File: src/rtl/pm_entry_pkg.sv
// Shared definitions for the PM-entry sideband responders: message ids,
// FSM state encoding and the default timeout base.
package pm_entry_pkg;

  localparam int PM_MSG_REQ_L1  = 2;
  localparam int PM_MSG_REQ_L2  = 3;
  localparam int PM_MSG_RSP_NAK = 9;
  localparam int PM_MSG_RSP_L1  = 10;
  localparam int PM_MSG_RSP_L2  = 11;

  localparam int PM_TMO_BASE = 100;

  typedef enum logic [1:0] {
    ST_IDLE     = 2'b00,
    ST_WAIT_REQ = 2'b01,
    ST_SEND_RSP = 2'b11,
    ST_DONE     = 2'b10
  } pm_state_e;

endpackage

File: src/rtl/pm_tmo_counter.sv
// Timeout counter: load clears the count and captures TMO_BASE << ratio as the
// limit; tc flags the last cycle before the limit is reached while running.
module pm_tmo_counter
  import pm_entry_pkg::*;
#(
  parameter int RATIO_W  = 2,
  parameter int CNT_W    = 12,
  parameter int TMO_BASE = PM_TMO_BASE
) (
  input  logic               i_clk,
  input  logic               i_rst_n,
  input  logic               load,
  input  logic               run,
  input  logic [RATIO_W-1:0] ratio,
  output logic               tc
);

  logic [CNT_W-1:0] cnt_q;
  logic [CNT_W-1:0] lim_q;

  // limit is frozen at load so ratio changes mid-count have no effect
  always_ff @(posedge i_clk or negedge i_rst_n) begin
    if (!i_rst_n) begin
      cnt_q <= '0;
      lim_q <= '0;
    end else if (load) begin
      cnt_q <= '0;
      lim_q <= CNT_W'(TMO_BASE) << ratio;
    end else if (run) begin
      cnt_q <= cnt_q + CNT_W'(1);
    end
  end

  assign tc = (cnt_q == lim_q - CNT_W'(1));

endmodule

File: src/rtl/pm_entry_rx_gen.sv
// Remote PM-request responder: answers Req L1/L2 with Rsp or PMNAK over the
// sideband valid/done handshake. Optional PMNAK counter: PM_RX_NAK_CNT_EN.
//
// state    | meaning
// ---------+-------------------------------------------------------------
// IDLE     | local PM disabled; latched request times out into a PMNAK
// WAIT_REQ | local PM enabled, waiting for a latched remote request
// SEND_RSP | response on the sideband, valid held until done
// DONE     | flow finished, o_test_done high
module pm_entry_rx_gen
  import pm_entry_pkg::*;
#(
  parameter int MSG_W       = 4,
  parameter int RATIO_W     = 2,
  parameter int TMO_BASE    = PM_TMO_BASE,
  parameter int CNT_W       = 12,
  parameter int MSG_REQ_L1  = PM_MSG_REQ_L1,
  parameter int MSG_REQ_L2  = PM_MSG_REQ_L2,
  parameter int MSG_RSP_NAK = PM_MSG_RSP_NAK,
  parameter int MSG_RSP_L1  = PM_MSG_RSP_L1,
  parameter int MSG_RSP_L2  = PM_MSG_RSP_L2
) (
  input  logic               i_clk,
  input  logic               i_rst_n,
  input  logic               i_en,
  input  logic               i_req_L1_or_L2,
  input  logic [RATIO_W-1:0] i_clk_div_ratio,
  input  logic               i_force_exit,
  input  logic               i_msg_valid,
  input  logic [MSG_W-1:0]   i_msg_no,
  input  logic               i_msg_done,
  output logic               o_msg_valid,
  output logic [MSG_W-1:0]   o_msg_no,
  output logic               o_test_done,
  output logic               o_nak_sent
`ifdef PM_RX_NAK_CNT_EN
  ,
  output logic [7:0]         o_nak_cnt
`endif
);

  pm_state_e        state_q, state_d;
  logic             lat_q, lat_kind_q;
  logic             rsp_nak_q, rsp_tmo_q;
  logic             issue, issue_nak, issue_tmo, lat_clr;
  logic [MSG_W-1:0] issue_no;
  logic             req_rx, nak_rx;
  logic             tmo_run, tmo_tc;

  assign req_rx = i_msg_valid && ((i_msg_no == MSG_W'(MSG_REQ_L1)) ||
                                  (i_msg_no == MSG_W'(MSG_REQ_L2)));
  assign nak_rx = i_msg_valid && (i_msg_no == MSG_W'(MSG_RSP_NAK));
  assign tmo_run = (state_q == ST_IDLE) && lat_q && !i_en;

  pm_tmo_counter #(
    .RATIO_W  (RATIO_W),
    .CNT_W    (CNT_W),
    .TMO_BASE (TMO_BASE)
  ) u_tmo (
    .i_clk   (i_clk),
    .i_rst_n (i_rst_n),
    .load    (req_rx),
    .run     (tmo_run),
    .ratio   (i_clk_div_ratio),
    .tc      (tmo_tc)
  );

  always_comb begin
    state_d   = state_q;
    issue     = 1'b0;
    issue_nak = 1'b0;
    issue_tmo = 1'b0;
    lat_clr   = 1'b0;
    case (state_q)
      ST_IDLE: begin
        if (i_en) begin
          state_d = ST_WAIT_REQ;
        end else if (lat_q && tmo_tc) begin
          issue     = 1'b1;
          issue_nak = 1'b1;
          issue_tmo = 1'b1;
        end
      end
      ST_WAIT_REQ: begin
        if (!i_en) begin
          state_d = ST_IDLE;
          lat_clr = 1'b1;
        end else if (lat_q) begin
          issue     = 1'b1;
          issue_nak = (lat_kind_q != i_req_L1_or_L2);
        end
      end
      ST_SEND_RSP: begin
        // a timeout PMNAK must complete even if the RDI side drops enable
        if (!i_en && !rsp_tmo_q) begin
          state_d = ST_IDLE;
        end else if (!o_msg_valid) begin
          state_d = ST_DONE;
        end
      end
      ST_DONE: begin
        if (!i_en || rsp_nak_q) begin
          state_d = ST_IDLE;
        end
      end
      default: state_d = ST_IDLE;
    endcase
    if (issue) begin
      state_d = ST_SEND_RSP;
      lat_clr = 1'b1;
    end
    issue_no = issue_nak  ? MSG_W'(MSG_RSP_NAK) :
               lat_kind_q ? MSG_W'(MSG_RSP_L2) : MSG_W'(MSG_RSP_L1);
  end

  always_ff @(posedge i_clk or negedge i_rst_n) begin
    if (!i_rst_n) begin
      state_q <= ST_IDLE;
    end else begin
      state_q <= state_d;
    end
  end

  // a fresh request beats a same-cycle clear; late requests from SEND_RSP/DONE
  // survive the return to IDLE and are serviced from there
  always_ff @(posedge i_clk or negedge i_rst_n) begin
    if (!i_rst_n) begin
      lat_q      <= 1'b0;
      lat_kind_q <= 1'b0;
    end else if (req_rx) begin
      lat_q      <= 1'b1;
      lat_kind_q <= (i_msg_no == MSG_W'(MSG_REQ_L2));
    end else if (lat_clr) begin
      lat_q <= 1'b0;
    end
  end

  always_ff @(posedge i_clk or negedge i_rst_n) begin
    if (!i_rst_n) begin
      o_msg_valid <= 1'b0;
      o_msg_no    <= '0;
      rsp_nak_q   <= 1'b0;
      rsp_tmo_q   <= 1'b0;
      o_nak_sent  <= 1'b0;
      o_test_done <= 1'b0;
    end else begin
      if (issue) begin
        o_msg_valid <= 1'b1;
        o_msg_no    <= issue_no;
        rsp_nak_q   <= issue_nak;
        rsp_tmo_q   <= issue_tmo;
      end else if (i_msg_done) begin
        o_msg_valid <= 1'b0;
      end
      o_nak_sent <= issue && issue_nak;
      if (state_q == ST_IDLE) begin
        o_test_done <= i_force_exit;
      end else begin
        o_test_done <= o_test_done || i_force_exit || nak_rx || (state_d == ST_DONE);
      end
    end
  end

`ifdef PM_RX_NAK_CNT_EN
  always_ff @(posedge i_clk or negedge i_rst_n) begin
    if (!i_rst_n) begin
      o_nak_cnt <= '0;
    end else if (issue && issue_nak && (o_nak_cnt != 8'hFF)) begin
      o_nak_cnt <= o_nak_cnt + 8'd1;
    end
  end
`endif

endmodule

File: config.mk
export PLATFORM = sky130hd
export DESIGN_NAME = pm_entry_rx_gen
export DESIGN_NICKNAME = d
export VERILOG_FILES = /design/src/rtl/pm_entry_pkg.sv /design/src/rtl/pm_tmo_counter.sv /design/src/rtl/pm_entry_rx_gen.sv
export SDC_FILE = /design/constraint.sdc
export NUM_CORES = 1
export LEC_CHECK = 0
export ABC_AREA = 1
export BUFFER_PORTS_ARGS = -buffer_cell sky130_fd_sc_hd__clkbuf_2
export CAP_MARGIN = 20
export CELL_PAD_IN_SITES_DETAIL_PLACEMENT = 1
export CELL_PAD_IN_SITES_GLOBAL_PLACEMENT = 1
export CORE_ASPECT_RATIO = 0.6
export CORE_UTILIZATION = 43
export CTS_CLUSTER_DIAMETER = 30
export DETAILED_ROUTE_END_ITERATION = 6
export PLACE_DENSITY = 0.85
export RECOVER_POWER = 25
export SLEW_MARGIN = 40
export SYNTH_ARGS = -nofsm -noshare
export SYNTH_HDL_FRONTEND = slang
export SYNTH_SLANG_ARGS = --single-unit
File: constraint.sdc
create_clock -name i_clk -period 2.2 [get_ports i_clk]
set_input_delay 0.55 -clock i_clk [delete_from_list [all_inputs] [get_ports i_clk]]
set_output_delay 0.55 -clock i_clk [all_outputs]
set_load 0.005 [all_outputs]
==> metrics, run 1 <==
max-slew violation count=33; Die W=88 um; Fin. Hold Viols=0; worst r2r src=u_tmo.lim_q[2]; hold path startpoint=i_msg_done; Reg-to-Reg End=o_msg_no[0]; Final nets=295; GRT Residual Overflow=0; Die Area=0.00472 sq mm; ys flop type=dfrtp_1; worst-path fanout max=6; status=complete, but fails checks; XOR/XNOR Fraction of Synth Area=0.0184; CTS tree=yes; share of cells above drive strength 1=0.178; Syn Nets=271; simple-gate portion of the synthesized area=0.340; Yosys cell types=31; metal2 WL=2.16 mm; Worst-path clk slew=0.06 ns; commonest non-fill, non-tap cell in the layout=nand2_1; Clock Skews=0.00441 ns; initial antenna violation count=0; gr usage total=0.248; power per cell area=809 mW/mm^2; wire length on met1=2.63 mm; Critical Path End Type=flop; critical path type=flop to flop; Die Ht=53.6 um; TritonRoute pass-1 iters=4; syn avg cell area=7.57 sq um; via/cell ratio=5.06; largest net degree at the start of global routing=33; Via Count=1700; Async SR Flop Fraction=1.00; # rows=18; leakage power=1.12 nW; Post-DRT Antenna Nets=0; vias in the first global route=1716; root buf cell=clkbuf_8; RSZ-0062 raised after global routing=no; Cells after Synth=252; crit start category=flop; met3 WL=245 um; Total Wirelength=5.08 mm; routed len/inst=15.1 um; multiplexer area fraction after synthesis=0; yosys warns=0; Least-Margin Pin Slew=1.70 ns; Cell Area, Synth=0.00191 sq mm; FF-to-FF setup slack=0.24 ns; # IOs=20; Starting Density=0.455; Max Cap Viol=1; EDFF count, synth=0; # clock sinks=32; number of port buffers=18; Top Metal Used=met4; post-DP HPWL=3.98 mm; worst path arrival time=2.18 ns; Slew HR=-0.133; Final Cycle Share=0.891; CTS Buffer Depth=2; Req. time, crit path=2.42 ns; min Tclk post-route=1.96 ns; first-pass GRT wire length=8.53 mm; TritonCTS buffer count=5; Iter 0 DRT Violations=74; DRC Markers=0; worst r2r path cells=13; Final Core Density=0.518; failing checks=capacitance limit, slew limit; Area Growth Syn to Fin=13.7%; Adder-Cell Fraction of Synth Area=0.0393; post-synthesis sequential area ratio=0.420; Compound-Gate Fraction of Synth Area=0.0951; Worst-Skew Late Latency=0.28 ns; largest family of logic cells by synthesized area=simple AND/OR/NAND/NOR gates; antenna cells=0; Yosys reg bits=32; Post-Route Setup TNS=0 ns; final setup fails=0; hold-critical path endpoint=o_msg_valid; gpl congestion=0.895; core footprint=0.00419 sq mm; peak supply drop=398 uV; H-Tree Depth=2; hold crit path type=primary input to flop; Worst Hold Depth=2; most frequent cells in the layout=nand2_1, inv_1, dfrtp_1, nor2_1; maximum clock frequency=0.510 GHz
==> synthesized netlist by cell type (2+ instances only) <==
| cell type | n | area, sq um |
|---|---|---|
| o211ai_1 | 3 | 22.5 |
| nor2_1 | 31 | 116 |
| nand2_2 | 3 | 18.8 |
| nand2_1 | 61 | 229 |
| dfrtp_1 | 32 | 801 |
| o21ai_1 | 6 | 30.0 |
| inv_2 | 7 | 26.3 |
| nor3_1 | 7 | 35.0 |
| a21oi_1 | 11 | 55.1 |
| nand3_2 | 4 | 40.0 |
| o21bai_1 | 2 | 15.0 |
| nand4_1 | 3 | 18.8 |
| xor2_1 | 3 | 26.3 |
| nand3_1 | 17 | 85.1 |
| nor3_4 | 3 | 48.8 |
| inv_1 | 32 | 120 |
| o21ai_0 | 7 | 35.0 |
| o21a_1 | 2 | 15.0 |
| ha_1 | 6 | 75.1 |
==> timing repair <==
item / CTS / global route
resized for setup: 0 / 1
endpoints found under the setup margin: 0 / 5
setup buffers: 0 / 1
hold buffers: 0 / 0
==> worst max path at each step <==
stage,from,end,slack [ns],depth (start not counted)
3_5_place_dp,u_tmo.lim_q[2],o_msg_no[1],0.18,13
6_report,u_tmo.lim_q[2],o_msg_no[0],0.24,13
3_3_place_gp,u_tmo.lim_q[2],o_msg_no[1],0.36,13
5_1_grt,u_tmo.lim_q[2],o_msg_no[1],0.02,13
2_1_floorplan,u_tmo.lim_q[2],o_msg_no[1],0.50,13
4_1_cts,u_tmo.lim_q[2],o_msg_no[1],0.13,13
==> routing by layer <==
layer,vias up,track usage
met2,32,0.384
met5,-,0
met4,0,0.0410
met3,6,0.0521
met1,813,0.362
li1,849,-
==> worst max-delay path: stages, from the launching register on <==
cell and delay, ns:
dfrtp_1 0.43, inv_1 0.13, ha_2 0.25, nand2_1 0.12, nor2_1 0.13, nand3_1 0.08, nand2_1 0.06, nand2_1 0.04
nor2_1 0.13, nand3_2 0.14, buf_4 0.17, nand2_2 0.09, o21ai_1 0.08, nand2_1 0.06
==> through the flow <==
stage	hold slack (ns)	power, mW	std cells	setup WS [ns]	instance area [sq um]
floorplan	0.254	1.10	252	0.502	1910
global placement	0.467	1.25	328	0.356	2060
detailed placement	0.464	1.27	328	0.178	2060
CTS	0.376	1.77	335	0.135	2160
global route	0.428	1.89	336	0.0219	2170
finish	0.430	1.76	336	0.240	2170
==> power by group <==
part,leakage (nW),internal (mW),switching [mW]
Combinational,0.657,0.176,0.293
Clock,0.0503,0.278,0.203
Sequential,0.411,0.692,0.114
Total,1.12,1.15,0.609
==> area by class of cell <==
type | instances | area [sq um]
clock buffers | 7 | 96.3
fillers | 542 | 2020
inverters | 39 | 146
multi-input cells | 178 | 947
flip-flops and latches | 32 | 801
well taps | 60 | 75.1
repair buffers | 20 | 104
==> cell families (layout without fill, tap and decap cells) <==
family	after synthesis	in the layout
adder cells (fa/ha/maj)	6	6
flip-flops	32	32
XOR/XNOR	4	4
AO/OA/AOI/OAI	32	32
buffers and inverters	42	66
AND/OR/NAND/NOR	135	135
other	1	1
==> sequential cells by signal, indices dropped and copies added (netlist names) <==
signal       count
lat_kind_q       1
o_msg_valid      1
u_tmo.lim_q      8
o_nak_sent       1
o_test_done      1
o_msg_no         3
u_tmo.cnt_q     12
rsp_nak_q        1
state_q          2
rsp_tmo_q        1
lat_q            1
Power figures use the tool's default switching activity.
==> run 2: changes to the inputs <==
--- a/config.mk
+++ b/config.mk
@@ -5,13 +5,12 @@
 export SDC_FILE = /design/constraint.sdc
 export NUM_CORES = 1
 export LEC_CHECK = 0
-export ABC_AREA = 1
 export BUFFER_PORTS_ARGS = -buffer_cell sky130_fd_sc_hd__clkbuf_2
 export CAP_MARGIN = 20
 export CELL_PAD_IN_SITES_DETAIL_PLACEMENT = 1
 export CELL_PAD_IN_SITES_GLOBAL_PLACEMENT = 1
 export CORE_ASPECT_RATIO = 0.6
-export CORE_UTILIZATION = 43
+export CORE_UTILIZATION = 45
 export CTS_CLUSTER_DIAMETER = 30
 export DETAILED_ROUTE_END_ITERATION = 6
 export PLACE_DENSITY = 0.85
==> metrics, run 2 <==
Final nets=239; gr usage total=0.239; synth top area cells=dfrtp_1, nand2_1, xnor2_1, ha_1, xor2_1; Post-synth top cells=dfrtp_1, nand2_1, nor2_1, o21ai_0, xnor2_1; Fin. Hold Viols=0; Yosys cell types=44; Die Ht=51.7 um; Area Growth Syn to Fin=16.3%; worst r2r path cells=7; hold crit path type=primary input to flop; Worst Hold Depth=3; most frequent cells in the layout=dfrtp_1, nand2_1, nor2_1, clkbuf_2, o21ai_0; Critical Path End Type=flop; Die Area=0.00439 sq mm; Slew HR=-0.117; yosys warns=0; leakage power=1.01 nW; Total Wirelength=5.05 mm; initial antenna violation count=0; core footprint=0.00381 sq mm; CTS tree=yes; Place WS=0.0714 ns; Worst-path clk slew=0.07 ns; CTS Hold Bufs=0; Fillers=446; Clock Skews=0.00324 ns; Post-DRT Antenna Nets=0; first-pass GRT wire length=7.79 mm; share of cells above drive strength 1=0.190; fin cells=268; via/cell ratio=5.73; power per cell area=779 mW/mm^2; Synth top area share=0.432; DP Area=0.00200 sq mm; register area=802 sq um; failing checks=capacitance limit, slew limit; # IOs=20; TritonCTS buffer count=5; root buf cell=clkbuf_8; final setup fails=0; largest net degree at the start of global routing=33; Worst-Skew Late Latency=0.28 ns; most common cell in the synthesized netlist=dfrtp_1; min Tclk post-route=2.14 ns; gpl congestion=0.793; CTS Buffer Depth=2; vias in the first global route=1565; worst-path fanout max=6; Largest regs=u_tmo.cnt_q (12), u_tmo.lim_q (8), o_msg_no (3); TritonRoute pass-1 iters=6; post-synthesis sequential area ratio=0.432; antenna cells=0; maximum clock frequency=0.467 GHz; syn avg cell area=9.52 sq um; Final Cycle Share=0.974; number of port buffers=18; critical path type=flop to flop; Req. time, crit path=2.37 ns; ys flop type=dfrtp_1; Cells after Synth=195; Yosys reg bits=32; worst path arrival time=2.31 ns; # clock sinks=32; EDFF count, synth=0; Iter 0 DRT Violations=64; Die W=84.9 um; Async SR Flop Fraction=1.00; status=complete, but fails checks; Max Cap Viol=1; Top reg by flops=u_tmo.cnt_q; max-slew violation count=33; post-DP HPWL=3.61 mm; post-route cell area=0.00216 sq mm; GRT Residual Overflow=0; Syn Nets=214; max reg flops=12; DRC Markers=0; Via Count=1535; Starting Density=0.487; routed len/inst=18.8 um; commonest non-fill, non-tap cell in the layout=dfrtp_1; Cell Area, Synth=0.00186 sq mm; post-synth top area cell=dfrtp_1; peak supply drop=395 uV; dpl cells=256; Post-Route Setup TNS=0 ns; area occupied by multi-input gates=0.00104 sq mm; Least-Margin Pin Slew=1.68 ns; crit start category=flop; FF-to-FF setup slack=0.06 ns; setup ws final=0.0576 ns; # rows=17; H-Tree Depth=2; total power=1.68 mW
-- run 2: changes by cell type after synthesis, sizes merged, moves of 5 or more --
cell   change
nand2     -35
inv       -31
nor2      -15
nand3     -14
xnor2      +9
a21oi      -8
nor3       -6
xor2       +5
-- run 2: logic make-up after synthesis --
| kind of cell | count (synthesis) | synth area share |
|---|---|---|
| adders and majority gates | 6 | 0.0405 |
| xor gates and xnor gates | 18 | 0.0850 |
| muxes | 1 | 0.00539 |
| DFF | 32 | 0.432 |
| other | 1 | 0.00202 |
| and+or+nand+nor | 95 | 0.286 |
| buffers and inverters | 15 | 0.0364 |
| AOI/OAI and AO/OA | 27 | 0.113 |
-- run 2: layout make-up --
type | count | area share
clock buffers | 6 | 0.0383
flip-flops and latches | 32 | 0.372
inverters | 8 | 0.0139
repair buffers | 24 | 0.0621
clock inverters | 2 | 0.00464
multi-input cells | 149 | 0.482
well taps | 47 | 0.0273
-- run 2: what timing repair did --
action / CTS / global route
setup endpoints to repair: 0 / 8
setup buffers: 0 / 3
endpoints found under the hold margin: 0 / 0
gates resized for setup: 0 / 4
-- run 2: where the power goes --
group          internal [mW]  total (mW)  switching (mW)  leakage [nW]
Clock                  0.249       0.466           0.217        0.0510
Sequential             0.677       0.792           0.115         0.416
Combinational          0.195       0.423           0.228         0.542
-- run 2: critical path, cell delays in order, from the launching register on --
cell and delay (ns):
dfrtp_2 0.43, inv_1 0.09, ha_1 0.25, nor3b_4 0.34
nand4_1 0.13, a21oi_1 0.39, o221ai_4 0.22, a21o_1 0.19
-- run 2: per-stage QoR --
stage	hold slack, ns	utilization
after floorplan	0.254	-
after global placement	0.470	0.526
after detailed placement	0.519	0.526
after CTS	0.373	0.551
after global routing	0.479	0.567
final	0.484	0.567
-- run 2: final timing paths --
check                                    start        endpoint
worst max-delay path            u_tmo.lim_q[2]           lat_q
worst min-delay path               i_msg_no[0]      lat_kind_q
worst max register to register  u_tmo.lim_q[2]           lat_q
worst min register to register     o_msg_no[1]     o_msg_no[1]
max in group asynchronous              i_rst_n  u_tmo.lim_q[2]
min in group asynchronous              i_rst_n      lat_kind_q
-- run 2: layer usage --
metal / vias up / GRT usage / share of wire
met1: 766 / 0.319 / 0.49
met5: - / 0 / 0
met4: 0 / 0.0424 / 0.011
met2: 33 / 0.411 / 0.47
met3: 6 / 0.0524 / 0.031
li1: 730 / - / -
==> run 3: changes to the inputs <==
--- a/config.mk
+++ b/config.mk
@@ -7,13 +7,13 @@
 export LEC_CHECK = 0
 export BUFFER_PORTS_ARGS = -buffer_cell sky130_fd_sc_hd__clkbuf_2
 export CAP_MARGIN = 20
-export CELL_PAD_IN_SITES_DETAIL_PLACEMENT = 1
-export CELL_PAD_IN_SITES_GLOBAL_PLACEMENT = 1
+export CELL_PAD_IN_SITES_DETAIL_PLACEMENT = 0
+export CELL_PAD_IN_SITES_GLOBAL_PLACEMENT = 2
 export CORE_ASPECT_RATIO = 0.6
-export CORE_UTILIZATION = 45
+export CORE_UTILIZATION = 36
 export CTS_CLUSTER_DIAMETER = 30
 export DETAILED_ROUTE_END_ITERATION = 6
-export PLACE_DENSITY = 0.85
+export PLACE_DENSITY = 0.84
 export RECOVER_POWER = 25
 export SLEW_MARGIN = 40
 export SYNTH_ARGS = -nofsm -noshare
==> metrics, run 3 (same netlist as run 2, synthesis figures left out) <==
hold path startpoint=i_force_exit; gpl congestion=0.794; final setup fails=0; total power=1.78 mW; worst path arrival time=2.27 ns; peak supply drop=339 uV; Iter 0 DRT Violations=86; max-slew violation count=33; Slew HR=-0.184; Total Wirelength=4.22 mm; H-Tree Depth=2; root buf cell=clkbuf_8; share of cells above drive strength 1=0.170; gr usage total=0.175; Fin. Hold Viols=0; crit start category=flop; Die Area=0.00545 sq mm; crit path cell chain=inv_1, ha_1, xor2_1, or3_1, a311oi_2, o221ai_4, a21o_1; Critical Path End Type=flop; post-DP HPWL=3.12 mm; # rows=19; Post-Route Setup TNS=0 ns; CTS Buffer Depth=2; power per cell area=821 mW/mm^2; Via Count=1467; max reg flops=12; worst r2r src=u_tmo.lim_q[3]; TritonCTS buffer count=5; maximum clock frequency=0.480 GHz; TritonRoute pass-1 iters=4; Clock Skews=0.0105 ns; Largest regs=u_tmo.cnt_q (12), u_tmo.lim_q (8), o_msg_no (3); # clock sinks=32; DRC Markers=0; Reg-to-Reg End=lat_q; antenna cells=0; via/cell ratio=5.22; Post-DRT Antenna Nets=0; largest net degree at the start of global routing=33; first-pass GRT wire length=7.07 mm; number of port buffers=18; Worst-Skew Late Latency=0.29 ns; Die W=94.7 um; Max Cap Viol=1; Largest stage delay, worst path=0.40 ns; Top reg by flops=u_tmo.cnt_q; Area Growth Syn to Fin=16.6%; failing checks=capacitance limit, slew limit; Die Ht=57.6 um; RSZ-0062 raised after global routing=no; GRT Residual Overflow=0; status=complete, but fails checks; worst-path fanout max=10; delay-heaviest family, CP=compound AO/OA/AOI/OAI gates; critical path type=flop to flop; initial antenna violation count=0; commonest non-fill, non-tap cell in the layout=dfrtp_1; routed len/inst=15.0 um; hold-critical path endpoint=o_test_done; Worst-path clk slew=0.07 ns; # IOs=20; Worst Setup SP=u_tmo.lim_q[3]; Post-CTS Setup Bufs=0; core footprint=0.00475 sq mm; FF-to-FF setup slack=0.12 ns; CP max stage cell=dfrtp_1; worst r2r path cells=7; hold crit path type=primary input to flop; Req. time, crit path=2.38 ns; leakage power=1.01 nW; Starting Density=0.390; most frequent cells in the layout=dfrtp_1, nand2_1, nor2_1, clkbuf_2, o21ai_0; WP buf/inv=1; Least-Margin Pin Slew=1.78 ns; Final Cycle Share=0.947; Final nets=236; Worst Hold Depth=2; vias in the first global route=1434; CTS tree=yes; min Tclk post-route=2.08 ns
run 3: cell count changes in the layout (fill, tap and decap cells not counted), sizes merged:
cell	change
clkbuf	+1
clkinv	-2
buf	-2
bufinv	+1
o221ai	-1
run 3: worst max path at each step:
stage | end | slack (ns) | cells past startpoint
after floorplan | lat_q | 0.27 | 7
after global placement | lat_q | 0.18 | 6
after detailed placement | lat_q | 0.13 | 7
after CTS | lat_q | 0.13 | 7
after global routing | lat_q | 0.01 | 7
final | lat_q | 0.12 | 7
run 3: routing by layer:
metal  vias to the layer above  global-route usage  routed length (um)  share of wire
met4                         0              0.0519                  34         0.0081
li1                        723                   -                   -              -
met5                         -                   0                   0              0
met3                         5              0.0512                 189          0.045
met2                        30               0.240                1690           0.40
met1                       709               0.264                2300           0.55
run 3: stage by stage:
step           std cells  utilization  area [sq um]  setup WS (ns)  hold WS (ns)
2_1_floorplan        195            -          1860          0.268         0.254
3_3_place_gp         273        0.427          2030          0.182         0.460
3_5_place_dp         273        0.427          2030          0.128         0.463
4_1_cts              281        0.454          2160          0.127         0.373
5_1_grt              281        0.455          2160         0.0133         0.461
6_report             281        0.455          2160          0.117         0.456
run 3: repair_timing:
item	in CTS	in global routing
endpoints found under the setup margin	0	2
hold buffers	0	0
gates resized for setup	0	1
run 3: cell type report:
class                   count  area (sq um)
fillers                   461          2590
inverters                   8          30.0
clock buffers               7          96.3
well taps                  63          78.8
clock inverters             1          30.0
flip-flops and latches     32           801
multi-input cells         148          1010
repair buffers             22           119
run 3: power breakdown:
group / internal (mW) / switching, mW
Combinational: 0.180 / 0.193
Sequential: 0.676 / 0.101
Clock: 0.400 / 0.227
run 3: worst register-to-register path, stage by stage, from the launching register on:
cell,delay [ns]
dfrtp_1,0.40
inv_1,0.07
ha_1,0.23
xor2_1,0.18
or3_1,0.34
a311oi_2,0.32
o221ai_4,0.24
a21o_1,0.21
